[src/rtl/mod_exp_ctrl_if.sv]
// mod_exp_ctrl_if: operand/handshake bus between mod_exp_ctrl (master) and mod_mul (slave)
//   mul_x, mul_y : operands A and B, stable while mul_start is high
//   mul_start    : level request, held until mul_done is seen
//   mul_z        : product result, valid while mul_done is high
//   mul_done     : completion, may stay high for several cycles
interface mod_exp_ctrl_if #(parameter int k = 12);
    logic [k-1:0] mul_x;
    logic [k-1:0] mul_y;
    logic [k-1:0] mul_z;
    logic         mul_start;
    logic         mul_done;
    modport master (output mul_x, mul_y, mul_start, input mul_z, mul_done);
    modport slave (input mul_x, mul_y, mul_start, output mul_z, mul_done);
endinterface

[src/rtl/mod_exp_ctrl.sv]
// mod_exp_ctrl: left-to-right square-and-multiply sequencer computing z = x^e mod m via an external mod_mul
//   clk, rst_n     : clock, asynchronous active-low reset
//   start, x, e    : request with base and exponent, accepted only when idle
//   z, done, busy  : result (held until next accepted start), one-cycle done pulse, busy flag
//   mm             : master side of the mod_mul bus
module mod_exp_ctrl #(
    parameter int k    = 12,
    parameter int logk = 4
) (
    input  logic          clk,
    input  logic          rst_n,
    input  logic          start,
    input  logic [k-1:0]  x,
    input  logic [k-1:0]  e,
    output logic [k-1:0]  z,
    output logic          done,
    output logic          busy,
    mod_exp_ctrl_if.master mm
);
    typedef enum logic [2:0] {IDLE, SCAN, NEXT, CALL, REL, FIN} state_t;
    typedef enum logic {SQR, MUL} op_t;
    state_t         state_q, state_d;
    op_t            op_q, op_d;
    logic [k-1:0]   xr_q, xr_d, er_q, er_d, r_q, r_d, z_q, z_d;
    logic [logk-1:0] idx_q, idx_d;
    always_ff @(posedge clk or negedge rst_n) begin
        if (!rst_n) begin
            state_q <= IDLE;
            op_q    <= SQR;
            xr_q    <= '0;
            er_q    <= '0;
            r_q     <= '0;
            z_q     <= '0;
            idx_q   <= '0;
        end else begin
            state_q <= state_d;
            op_q    <= op_d;
            xr_q    <= xr_d;
            er_q    <= er_d;
            r_q     <= r_d;
            z_q     <= z_d;
            idx_q   <= idx_d;
        end
    end
    always_comb begin
        state_d = state_q;
        op_d    = op_q;
        xr_d    = xr_q;
        er_d    = er_q;
        r_d     = r_q;
        z_d     = z_q;
        idx_d   = idx_q;
        case (state_q)
            IDLE: if (start) begin
                xr_d    = x;
                er_d    = e;
                idx_d   = logk'(k - 1);
                state_d = SCAN;
            end
            // find the leading one; er==0 short-circuits to z=1
            SCAN: if (er_q == '0) begin
                r_d     = k'(1);
                state_d = FIN;
            end else if (!er_q[idx_q]) begin
                idx_d = idx_q - logk'(1);
            end else begin
                r_d     = xr_q;
                state_d = NEXT;
            end
            // exiting on idx==0 is what keeps idx from wrapping
            NEXT: if (idx_q == '0) begin
                state_d = FIN;
            end else begin
                idx_d   = idx_q - logk'(1);
                op_d    = SQR;
                state_d = CALL;
            end
            CALL: if (mm.mul_done) begin
                r_d     = mm.mul_z;
                state_d = REL;
            end
            // wait out a level-style done so one result is never captured twice
            REL: if (!mm.mul_done) begin
                if (op_q == SQR && er_q[idx_q]) begin
                    op_d    = MUL;
                    state_d = CALL;
                end else begin
                    state_d = NEXT;
                end
            end
            FIN: begin
                z_d     = r_q;
                state_d = IDLE;
            end
            default: state_d = IDLE;
        endcase
    end
    assign done         = state_q == FIN;
    assign busy         = state_q != IDLE;
    assign z            = done ? r_q : z_q;
    assign mm.mul_start = state_q == CALL;
    assign mm.mul_x     = mm.mul_start ? r_q : '0;
    assign mm.mul_y     = mm.mul_start ? (op_q == SQR ? r_q : xr_q) : '0;
endmodule

[src/flat_wrapper.sv]
// flat-port wrapper written by rule: the top's interface ports become plain ports
module mod_exp_ctrl_flat 
#(
    parameter int k    = 12,
    parameter int logk = 4
)
  (clk, rst_n, start, x, e, z, done, busy, mm_mul_x, mm_mul_y, mm_mul_start, mm_mul_z, mm_mul_done);
  mod_exp_ctrl_if #(.k(k)) mm_i ();
  input  logic clk;
  input  logic rst_n;
  input  logic start;
  input  logic [k-1:0] x;
  input  logic [k-1:0] e;
  output logic [k-1:0] z;
  output logic done;
  output logic busy;
  output wire logic [$bits(mm_i.mul_x)-1:0] mm_mul_x;
  output wire logic [$bits(mm_i.mul_y)-1:0] mm_mul_y;
  output wire logic [$bits(mm_i.mul_start)-1:0] mm_mul_start;
  input wire logic [$bits(mm_i.mul_z)-1:0] mm_mul_z;
  input wire logic [$bits(mm_i.mul_done)-1:0] mm_mul_done;
  assign mm_mul_x = mm_i.mul_x;
  assign mm_mul_y = mm_i.mul_y;
  assign mm_mul_start = mm_i.mul_start;
  assign mm_i.mul_z = mm_mul_z;
  assign mm_i.mul_done = mm_mul_done;
  mod_exp_ctrl #(.k(k), .logk(logk)) u_core (.clk(clk), .rst_n(rst_n), .start(start), .x(x), .e(e), .z(z), .done(done), .busy(busy), .mm(mm_i));
endmodule
[config.mk]
export PLATFORM = sky130hd
export DESIGN_NAME = mod_exp_ctrl_flat
export DESIGN_NICKNAME = d
export VERILOG_FILES = /design/src/rtl/mod_exp_ctrl_if.sv /design/src/rtl/mod_exp_ctrl.sv /design/src/flat_wrapper.sv
export SDC_FILE = /design/constraint.sdc
export NUM_CORES = 1
export LEC_CHECK = 0
export BUFFER_PORTS_ARGS = -buffer_cell sky130_fd_sc_hd__buf_2
export CAP_MARGIN = 25
export CORE_MARGIN = 2
export CORE_UTILIZATION = 48
export DETAILED_ROUTE_END_ITERATION = 16
export PLACE_DENSITY = 0.84
export SLEW_MARGIN = 20
export SYNTH_ARGS = -nofsm -noshare
export SYNTH_HDL_FRONTEND = slang
export SYNTH_SLANG_ARGS = --single-unit
[constraint.sdc]
create_clock -name clk -period 2 [get_ports clk]
set_input_delay 0.3 -clock clk [delete_from_list [all_inputs] [get_ports clk]]
set_output_delay 0.3 -clock clk [all_outputs]
set_load 0.1 [all_outputs]
==> impl_metrics.env <==
export IMPL_cts_tree="yes"
export IMPL_syn_nets=323
export IMPL_clk_latency_ns=0.32
export IMPL_synth_area_per_cell_sq_um=10.55
export IMPL_postSynthCellCount=281
export IMPL_whs_path_depth=2
export IMPL_drcViolationCount=0
export IMPL_final_cells=456
export IMPL_syn_to_final_growth_pct=52.98
export IMPL_ff2ff_setup_slack_ns=-0.26
export IMPL_yosys_register_bits=56
export IMPL_initial_core_util_pct=49.77
export IMPL_worstMarginPinSlew_ns=0.8785
export IMPL_cts_root_buffer="clkbuf_8"
export IMPL_violations="setup timing"
export IMPL_ant_nets=0
export IMPL_synthFlopType="dfrtp_1"
export IMPL_tns_ns=-3.551
export IMPL_r2r_start="u_core.idx_q[0]"
export IMPL_placed_cells=441
export IMPL_synthArstFlopShare_pct=100.0
export IMPL_hold_start="e[0]"
export IMPL_die_w_um=82.58
export IMPL_grt_pass1_vias=2620
export IMPL_period_minus_slack_ns=2.256
export IMPL_antennaDiodeCount=0
export IMPL_cts_htree_levels=2
export IMPL_fmax_mhz=443.3
export IMPL_drv_cap=0
export IMPL_yosysUniqueCellTypes=41
export IMPL_rows=28
export IMPL_cp_end_kind="register"
export IMPL_crit_type="reg2reg"
export IMPL_finClkSkew_ns=0.01118
export IMPL_top_level_ports=79
export IMPL_r2r_end="u_core.r_q[0]"
export IMPL_via_per_inst=5.899
export IMPL_hold_class="in2reg"
export IMPL_setup_viol=17
export IMPL_gp_congestion=0.8197
export IMPL_synth_edf_count=0
export IMPL_ys_warn_count=0
export IMPL_fin_crit_sh_pct=112.8
export IMPL_grt_pass1_wl_um=13730
export IMPL_dr_pass1_iters=4
export IMPL_wl_per_cell_um=19.92
export IMPL_die_area_sq_mm=0.006819
export IMPL_r2r_cells=8
export IMPL_worst_setup_path_start_kind="register"
export IMPL_cp_required_ns=2.21
export IMPL_drt_initial_drc_count=227
export IMPL_max_slew_margin_pct=41.21
export IMPL_status="finished with violations"
export IMPL_clockBufferDepth=2
export IMPL_drive_above_1_share_pct=55.38
export IMPL_slew_violations=0
export IMPL_dpl_hpwl_um=6229
export IMPL_numCtsBuffers=5
export IMPL_synth_cell_area_sq_mm=0.002964
export IMPL_fillCellCount=360
export IMPL_arrival_ns=2.46
export IMPL_finalHoldViolations=0
export IMPL_grt_antenna_before_repair=0
export IMPL_cts_num_sinks=56
export IMPL_layout_nets=422
export IMPL_vias=2690
export IMPL_hold_worst_slack_ns=0.2073
export IMPL_cpPeakStageDelay_ns=0.41
export IMPL_grt_max_degree=30
export IMPL_setup_slack_ns=-0.2560
export IMPL_grt_total_usage_pct=27.40
export IMPL_crit_path_max_fanout=6
export IMPL_rsz0062_at_grt="yes"
export IMPL_routed_wl_um=9082
export IMPL_dp_slack_ns=-0.2505
export IMPL_coreArea_sq_mm=0.005956
export IMPL_seq_area_frac_synth_pct=47.28
export IMPL_cp_cell_sequence="buf_2, or3b_4, o22ai_4, nor3_2, a311oi_2, buf_4, clkbuf_16, mux2_2"
export IMPL_critPathSlowestCell="dfrtp_2"
export IMPL_io_buffers=78
export IMPL_grt_ovfl_total=0
export IMPL_holdPathEnd="u_core.er_q[0]"
export IMPL_cts_clk_slew_worst_paths_ns=0.10
export IMPL_die_y_um=82.58
==> sequential cells by signal, indices dropped and copies added (netlist names) <==
| name | cells |
|---|---|
| u_core.er_q | 12 |
| u_core.r_q | 12 |
| u_core.xr_q | 12 |
| u_core.z_q | 12 |
| u_core.idx_q | 4 |
| u_core.state_q | 3 |
| u_core.op_q | 1 |
==> kinds of logic after synthesis <==
kind of cell	after synthesis	share of synthesized area, %
and+or+nand+nor	98	15.91
muxes	58	21.53
DFF	56	47.28
AOI/OAI and AO/OA	35	9.582
buffers and inverters	31	4.559
adders and majority gates	2	0.8441
xor gates and xnor gates	1	0.2955
==> worst max-delay path by stage <==
| stage | from | cells past startpoint | end | slack [ns] |
|---|---|---|---|---|
| floorplan | u_core.idx_q[0] | 6 | u_core.idx_q[2] | -0.15 |
| global placement | u_core.idx_q[0] | 5 | u_core.idx_q[2] | -0.21 |
| detailed placement | u_core.idx_q[0] | 5 | u_core.idx_q[2] | -0.25 |
| CTS | u_core.idx_q[0] | 5 | u_core.idx_q[2] | -0.22 |
| global route | u_core.idx_q[0] | 8 | u_core.r_q[0] | -0.29 |
| finish | u_core.idx_q[0] | 8 | u_core.r_q[0] | -0.26 |
==> final cells by class <==
class | instances | area, sq um | share of cell area (%)
Clock buffer | 5 | 68.82 | 1.518
Clock inverter | 3 | 23.77 | 0.5243
Inverter | 12 | 51.30 | 1.131
Multi-Input combinational cell | 194 | 1613 | 35.57
Sequential cell | 56 | 1406 | 31.02
Tap cell | 75 | 93.84 | 2.070
Timing Repair Buffer | 110 | 1270 | 28.01
Timing Repair inverter | 1 | 7.507 | 0.1656
==> placed cells by master, fill, tap and decap left out, drive strengths merged, types with 4 or more instances in the layout <==
cell / instances
inv: 10
mux2: 40
mux2i: 18
a21oi: 6
clkinvlp: 4
nand2: 41
and3: 13
nand3: 5
o22ai: 4
a211oi: 4
clkbuf: 6
dfrtp: 56
buf: 108
nor4: 5
a22o: 11
nor2: 21
==> per-stage QoR <==
| step | util (%) | cell area, sq um |
|---|---|---|
| floorplan | - | 3136 |
| global placement | 72.56 | 4322 |
| detailed placement | 72.56 | 4322 |
| CTS | 74.64 | 4446 |
| global route | 76.13 | 4534 |
| finish | 76.13 | 4534 |
==> cells in the mapped netlist, drive strengths merged (5+ instances only) <==
cell type / n / area (sq um)
inv: 11 / 41.29
nand3: 5 / 25.02
a21oi: 6 / 33.78
nand2: 41 / 153.9
and3: 13 / 81.33
mux2: 40 / 457.9
buf: 7 / 45.04
nor4: 5 / 31.28
dfrtp: 56 / 1401
mux2i: 18 / 180.2
clkbuf: 12 / 45.04
a22o: 11 / 96.34
nor2: 21 / 78.83
==> timing repair <==
action / in CTS / in global routing
gates cloned: 1 / 1
buffers inserted: 0 / 4
hold endpoints to repair: 22 / 0
resized for setup: 7 / 13
pin swaps: 0 / 2
endpoints found under the setup margin: 30 / 32
hold buffers: 1 / 0
==> worst max-delay path, delay by kind of cell (launching register included) <==
family / cells / cell delay [ns]
buf+inv: 3 / 0.49
flops: 1 / 0.41
compound gates: 2 / 0.43
simple gates: 2 / 0.49
mux: 1 / 0.34
==> routing by layer <==
metal  GRT usage (%)  routed length, um
met2           46.61               4815
met1           34.24               3477
met5               0                  0
met3           4.565                467
met4           12.13                321
Power is left out: the tool's default activity adds up to more than one toggle a clock period on the data nets, which glitch-free logic cannot reach.
